===== config.mk =====
export PLATFORM = sky130hd
export DESIGN_NAME = branch_resolve_unit
export DESIGN_NICKNAME = d
export VERILOG_FILES = /design/src/rtl/branch_resolve_unit.sv
export SDC_FILE = /design/constraint.sdc
export NUM_CORES = 1
export LEC_CHECK = 0
export BUFFER_PORTS_ARGS = -buffer_cell sky130_fd_sc_hd__buf_2
export CORE_MARGIN = 2
export CORE_UTILIZATION = 40
export CTS_BUF_LIST = sky130_fd_sc_hd__clkbuf_8
export CTS_CLUSTER_SIZE = 40
export DETAILED_ROUTE_END_ITERATION = 10
export PLACE_DENSITY = 0.66
export SLEW_MARGIN = 5
export SYNTH_ARGS = -nofsm -noshare
export SYNTH_HDL_FRONTEND = slang
export SYNTH_SLANG_ARGS = --single-unit

===== constraint.sdc =====
create_clock -name clk -period 3 [get_ports clk]
set_clock_uncertainty 0.05 [all_clocks]
set_input_delay 0.15 -clock clk [delete_from_list [all_inputs] [get_ports clk]]
set_output_delay 0.15 -clock clk [all_outputs]
set_load 0.1 [all_outputs]

===== src/rtl/branch_resolve_unit.sv =====
// Branch resolve stage: signed condition evaluation, next-PC and mispredict flag behind one
// registered valid/ready slot, plus saturating branch/mispredict statistics.
module branch_resolve_unit #(
  parameter int unsigned DATA_W = 32,
  parameter int unsigned ADDR_W = 32,
  parameter int unsigned CNT_W  = 16,
  parameter int unsigned PC_INC = 4
) (
  input  logic              clk,
  input  logic              rst,
  input  logic              in_valid,
  output logic              in_ready,
  input  logic [4:0]        in_op,
  input  logic [DATA_W-1:0] in_rs,
  input  logic [DATA_W-1:0] in_rt,
  input  logic [ADDR_W-1:0] in_pc,
  input  logic [ADDR_W-1:0] in_offset,
  input  logic              in_pred_taken,
  input  logic              flush,
  output logic              out_valid,
  input  logic              out_ready,
  output logic              out_branch,
  output logic              out_taken,
  output logic [ADDR_W-1:0] out_target,
  output logic              out_mispredict,
  output logic [CNT_W-1:0]  cnt_branches,
  output logic [CNT_W-1:0]  cnt_mispredicts
);

  localparam logic [4:0] OpBeq  = 5'b00110;
  localparam logic [4:0] OpBne  = 5'b00111;
  localparam logic [4:0] OpBlez = 5'b01000;
  localparam logic [4:0] OpBgtz = 5'b01001;
  localparam logic [4:0] OpBgez = 5'b01010;
  localparam logic [4:0] OpBltz = 5'b01011;

  localparam logic [ADDR_W-1:0] PcInc  = ADDR_W'(PC_INC);
  localparam logic [CNT_W-1:0]  CntMax = '1;
  localparam logic [CNT_W-1:0]  CntOne = CNT_W'(1);

  typedef enum logic [0:0] {StEmpty, StFull} state_e;

  state_e state_q, state_d;

  logic              xfer;
  logic              rs_neg, rs_zero;
  logic              dec_branch, dec_taken, dec_mispredict;
  logic [ADDR_W-1:0] seq_pc, dec_target;

  logic              branch_q, taken_q, mispredict_q;
  logic [ADDR_W-1:0] target_q;
  logic [CNT_W-1:0]  cnt_br_q, cnt_br_d;
  logic [CNT_W-1:0]  cnt_mp_q, cnt_mp_d;

  assign out_valid = (state_q == StFull);
  assign in_ready  = !flush && (!out_valid || out_ready);
  assign xfer      = in_valid && in_ready;

  // Zero compares use the sign bit directly rather than a full signed comparator.
  assign rs_neg  = in_rs[DATA_W-1];
  assign rs_zero = (in_rs == '0);

  always_comb begin
    dec_branch = 1'b0;
    dec_taken  = 1'b0;
    case (in_op)
      OpBeq: begin
        dec_branch = 1'b1;
        dec_taken  = (in_rs == in_rt);
      end
      OpBne: begin
        dec_branch = 1'b1;
        dec_taken  = (in_rs != in_rt);
      end
      OpBlez: begin
        dec_branch = 1'b1;
        dec_taken  = rs_neg || rs_zero;
      end
      OpBgtz: begin
        dec_branch = 1'b1;
        dec_taken  = !rs_neg && !rs_zero;
      end
      OpBgez: begin
        dec_branch = 1'b1;
        dec_taken  = !rs_neg;
      end
      OpBltz: begin
        dec_branch = 1'b1;
        dec_taken  = rs_neg;
      end
      default: begin
        dec_branch = 1'b0;
        dec_taken  = 1'b0;
      end
    endcase
  end

  assign seq_pc         = in_pc + PcInc;
  assign dec_target     = dec_taken ? (seq_pc + in_offset) : seq_pc;
  assign dec_mispredict = dec_branch && (dec_taken != in_pred_taken);

  always_comb begin
    state_d = state_q;
    case (state_q)
      StEmpty: if (xfer) state_d = StFull;
      StFull:  if (out_ready && !xfer) state_d = StEmpty;
    endcase
    // Flush wins over everything, including a consumer that is not ready.
    if (flush) state_d = StEmpty;
  end

  always_comb begin
    cnt_br_d = cnt_br_q;
    cnt_mp_d = cnt_mp_q;
    if (xfer && dec_branch) begin
      if (cnt_br_q != CntMax) cnt_br_d = cnt_br_q + CntOne;
      if (dec_mispredict && (cnt_mp_q != CntMax)) cnt_mp_d = cnt_mp_q + CntOne;
    end
  end

  always_ff @(posedge clk or posedge rst) begin
    if (rst) begin
      state_q <= StEmpty;
      cnt_br_q <= '0;
      cnt_mp_q <= '0;
    end else begin
      state_q <= state_d;
      cnt_br_q <= cnt_br_d;
      cnt_mp_q <= cnt_mp_d;
    end
  end

  // Result payload only loads on a transfer, so it stays stable across a stall.
  always_ff @(posedge clk or posedge rst) begin
    if (rst) begin
      branch_q     <= 1'b0;
      taken_q      <= 1'b0;
      mispredict_q <= 1'b0;
      target_q     <= '0;
    end else if (xfer) begin
      branch_q     <= dec_branch;
      taken_q      <= dec_taken;
      mispredict_q <= dec_mispredict;
      target_q     <= dec_target;
    end
  end

  assign out_branch      = branch_q;
  assign out_taken       = taken_q;
  assign out_mispredict  = mispredict_q;
  assign out_target      = target_q;
  assign cnt_branches    = cnt_br_q;
  assign cnt_mispredicts = cnt_mp_q;

endmodule


==> flow_summary_export.csv <==
group,metric,value,unit
run_status,outcome,"completed",
synthesis,postSynthNetCount,918,
route,drt-pass1-iter-count,5,
timing,slew_violations,0,
cells_and_area,layout-area-overhead-vs-synth,41.69,%
route,detail_route.iter0.violations,338,
global_route,grt_pass1_wl,32150,um
global_route,vias_in_the_first_global_route,6646,
power_and_ir_drop,p_leak,4.252,nW
cells_and_area,postLayoutCoreUtil,57.84,%
cells_and_area,most-common-layout-cells,"buf_2 (207), buf_4 (122), nand2_1 (89), xnor2_1 (71), dfrtp_1 (67)",
power_and_ir_drop,switchingPower,0.002037,W
hold_path,worst_hold_path_type,"input pin to register",
cells_and_area,layout.nets,1240,
clock_network,clk_path_buf_depth,2,
synthesis,number_of_standard_cells_after_synthesis,736,
clock_network,cts_htree_levels,3,
critical_path,timing.rr.end,"cnt_mispredicts[1]",
power_and_ir_drop,vdd_drop_max,0.3380,mV
synthesis,async_reset_ff_share,100.0,%
power_and_ir_drop,power.switching_fraction,48.95,%
critical_path,cp.buffers_inverters,3,
global_route,grt_antenna_before_repair,0,
cells_and_area,stdcell_area,8760,um2
synthesis,yosys_warnings,0,
clock_network,cts.reportedPaths.clkPinSlew,0.08,ns
timing,hold_violations,0,
critical_path,rr_worst_depth,8,
floorplan,die-width,128.3,um
clock_network,root_driver,"clkbuf_8",
timing,timing_worst_slew_pin_value,0.5338,ns
power_and_ir_drop,comb_power_share,51.7,%
synthesis,cell_taking_the_most_area_after_synthesis,"dfrtp_1",
job,maxCapViolations,0,
critical_path,r2r-start,"cnt_mispredicts[7]",
global_route,gr-total-overflow,0,
route,totalWireLength,19990,um
floorplan,io-pin-count,208,
cells_and_area,layout.cells.most_common,"buf_2",
power_and_ir_drop,powerDensity,475.1,nW/um2
cells_and_area,diodes,0,
synthesis,syn-cell-area,6182,um2
global_route,grt.total_usage,24.70,%
floorplan,std_cell_rows,45,
placement,placement.cell_area,8313,um2
cells_and_area,drive_gt1_share,37.72,%
synthesis,dominantRegCellSynth,"dfrtp_1",
floorplan,dieHeight,128.3,um
clock_network,clock_sinks,68,
critical_path,critical_path_class,"input pin to register",
critical_path,worst_setup_path_start_kind,"input pin",
timing,setup_viol,0,
clock_network,cts_tree,"yes",
synthesis,synth_sequential_area_ratio,27.52,%
critical_path,worstSetupPathDepth,16,
critical_path,critical_path.slowest_cell,"or2_2",
critical_path,crit_path_capture,"out_target[30]",
placement,post-dp-hpwl,16170,um
synthesis,synth-seq-cells,68,
clock_network,insertion_delay,0.38,ns
synthesis,number_of_enable_flip_flop_cells_after_synthesis,0,
synthesis,largest_cells_by_area_after_synthesis,"dfrtp_1 (28%), xnor2_1 (11%), ha_1 (8.5%)",
timing,slew_headroom,64.28,%
critical_path,setup.reg_to_reg.worst_slack,0.56,ns
synthesis,postSynthAreaPerCell,8.400,um2
critical_path,timing.critical_path.cells,"buf_2, ha_1, and3_1, nand4_1, buf_4, nor3_2, xor2_1, buf_4, ha_4, nand3_1, or2_2, o211ai_1, o31ai_1, a21oi_1, mux2i_1, nand3_1",
floorplan,die_area,16470,um2
clock_network,cts_inserted_buffers,9,
power_and_ir_drop,share_clk_of_total_power,20.9,%
hold_path,min_path_cells,3,
timing,post-route-period-util,99.09,%
power_and_ir_drop,proportion_of_power_drawn_by_flip_flops_and_latches,27.4,%
critical_path,timing.critical_path.to_type,"register",
timing,clock.fmax,0.3364,GHz
route,detail_route.wl_per_cell,15.98,um
timing,post-route-min-period,2.973,ns
synthesis,synth.top_cell.area_share,27.52,%
placement,port-buffer-count,207,
synthesis,unique_cell_type_count_in_the_yosys_netlist,67,
placement,gp_routability_congestion,0.9179,
route,detailroute.via_count,6674,
route,final_antenna_net_count,0,
critical_path,cp_data_required_time,3.21,ns
floorplan,design.core.area,15150,um2
critical_path,path_delay_family,"simple AND/OR/NAND/NOR gates",
route,drcViolationCount,0,
critical_path,slowest_delay,0.33,ns
power_and_ir_drop,intPower,0.002125,W
global_route,grt_start_max_net_pins,29,
critical_path,worst_setup_path_startpoint,"in_pc[2]",
critical_path,critPathMaxFanout,8,
route,vias_per_cell,5.335,
floorplan,initial_core_util,40.82,%
critical_path,critPathArrivalTime,3.18,ns
-- flip-flops by register name, indices dropped and copies added, names as in the netlist --
register	count
cnt_branches	16
cnt_mispredicts	16
out_branch	1
out_mispredict	1
out_taken	1
out_target	32
out_valid	1
-- power by group through the flow --
| stage | combinational, W | clock (W) | sequential, W |
|---|---|---|---|
| final | 0.00215 | 0.000870 | 0.00114 |
| after global routing | 0.00229 | 0.000935 | 0.00116 |
| after global placement | 0.00210 | 0 | 0.00116 |
| after floorplan | 0.000634 | 0 | 0.00203 |
| after detailed placement | 0.00211 | 0 | 0.00116 |
| after CTS | 0.00212 | 0.000899 | 0.00114 |
-- metrics by stage --
stage	hold slack (ns)	worst slack [ns]	instances	total power (W)	TNS (ns)
after floorplan	0.1627	0.002822	736	0.002663	0
after global placement	0.1599	-0.4489	1229	0.003253	-2.541
after detailed placement	0.1624	-0.4571	1229	0.003269	-3.490
after CTS	0.01521	0.03024	1248	0.004163	0
after global routing	0.03440	-0.06039	1251	0.004381	-0.1260
final	0.03622	0.02740	1251	0.004161	0
-- final cells by class --
| class | count | area [um2] |
|---|---|---|
| clock buffer | 9 | 123.9 |
| inverter | 13 | 48.80 |
| fill | 1433 | 6386 |
| clock inverter | 7 | 93.84 |
| tap | 188 | 235.2 |
| sequential | 68 | 1703 |
| multi-input combinational | 633 | 4553 |
| timing repair buffer | 333 | 2002 |
-- cell families after synthesis --
kind of cell | count (synthesis) | synth area share, %
buf+inv | 35 | 2.469
mux | 28 | 4.614
flops | 68 | 27.52
compound gates | 168 | 17.41
fa+ha+maj | 43 | 8.824
simple gates | 282 | 23.29
xor+xnor | 112 | 15.87
-- metal layers --
layer,GRT usage (%),routed length [um],share of wire (%)
met1,30.97,8808,44
met2,42.65,9769,49
met3,5.718,1012,5.1
met4,6.852,399,2.0
met5,0,0,0
-- worst min-delay path, delay by kind of cell --
family,cells,cell delay (ns)
compound gates,1,0.13
buf+inv,1,0.09
mux,1,0.06
-- synth_stat cells, drive strengths merged (9+ instances only) --
cell and number:
a21boi 9, a21o 15, a21oi 52, and3 10, and4 9, clkbuf 16
dfrtp 68, ha 42, inv 13, mux2i 24, nand2 90, nand3 43
nand4 21, nor2 43, nor3 16, nor4 21, o211ai 13, o21ai 38
xnor2 76, xor2 36
-- worst min path at each step --
stage / start / end
floorplan: flush / out_valid
global placement: rst / cnt_mispredicts[14]
detailed placement: rst / cnt_branches[4]
CTS: in_pc[0] / out_target[0]
global route: in_pc[0] / out_target[0]
finish: in_pc[0] / out_target[0]
-- repair_timing --
item                                    in CTS  in global routing
resized for setup                            1                 34
cloned                                       0                  0
buffers inserted                             0                  3
pin swaps                                    0                 13
hold buffers                                 3                  0
endpoints found under the setup margin       2                 15
hold endpoints to repair                    24                  0
(Power assumes the default switching activity.)
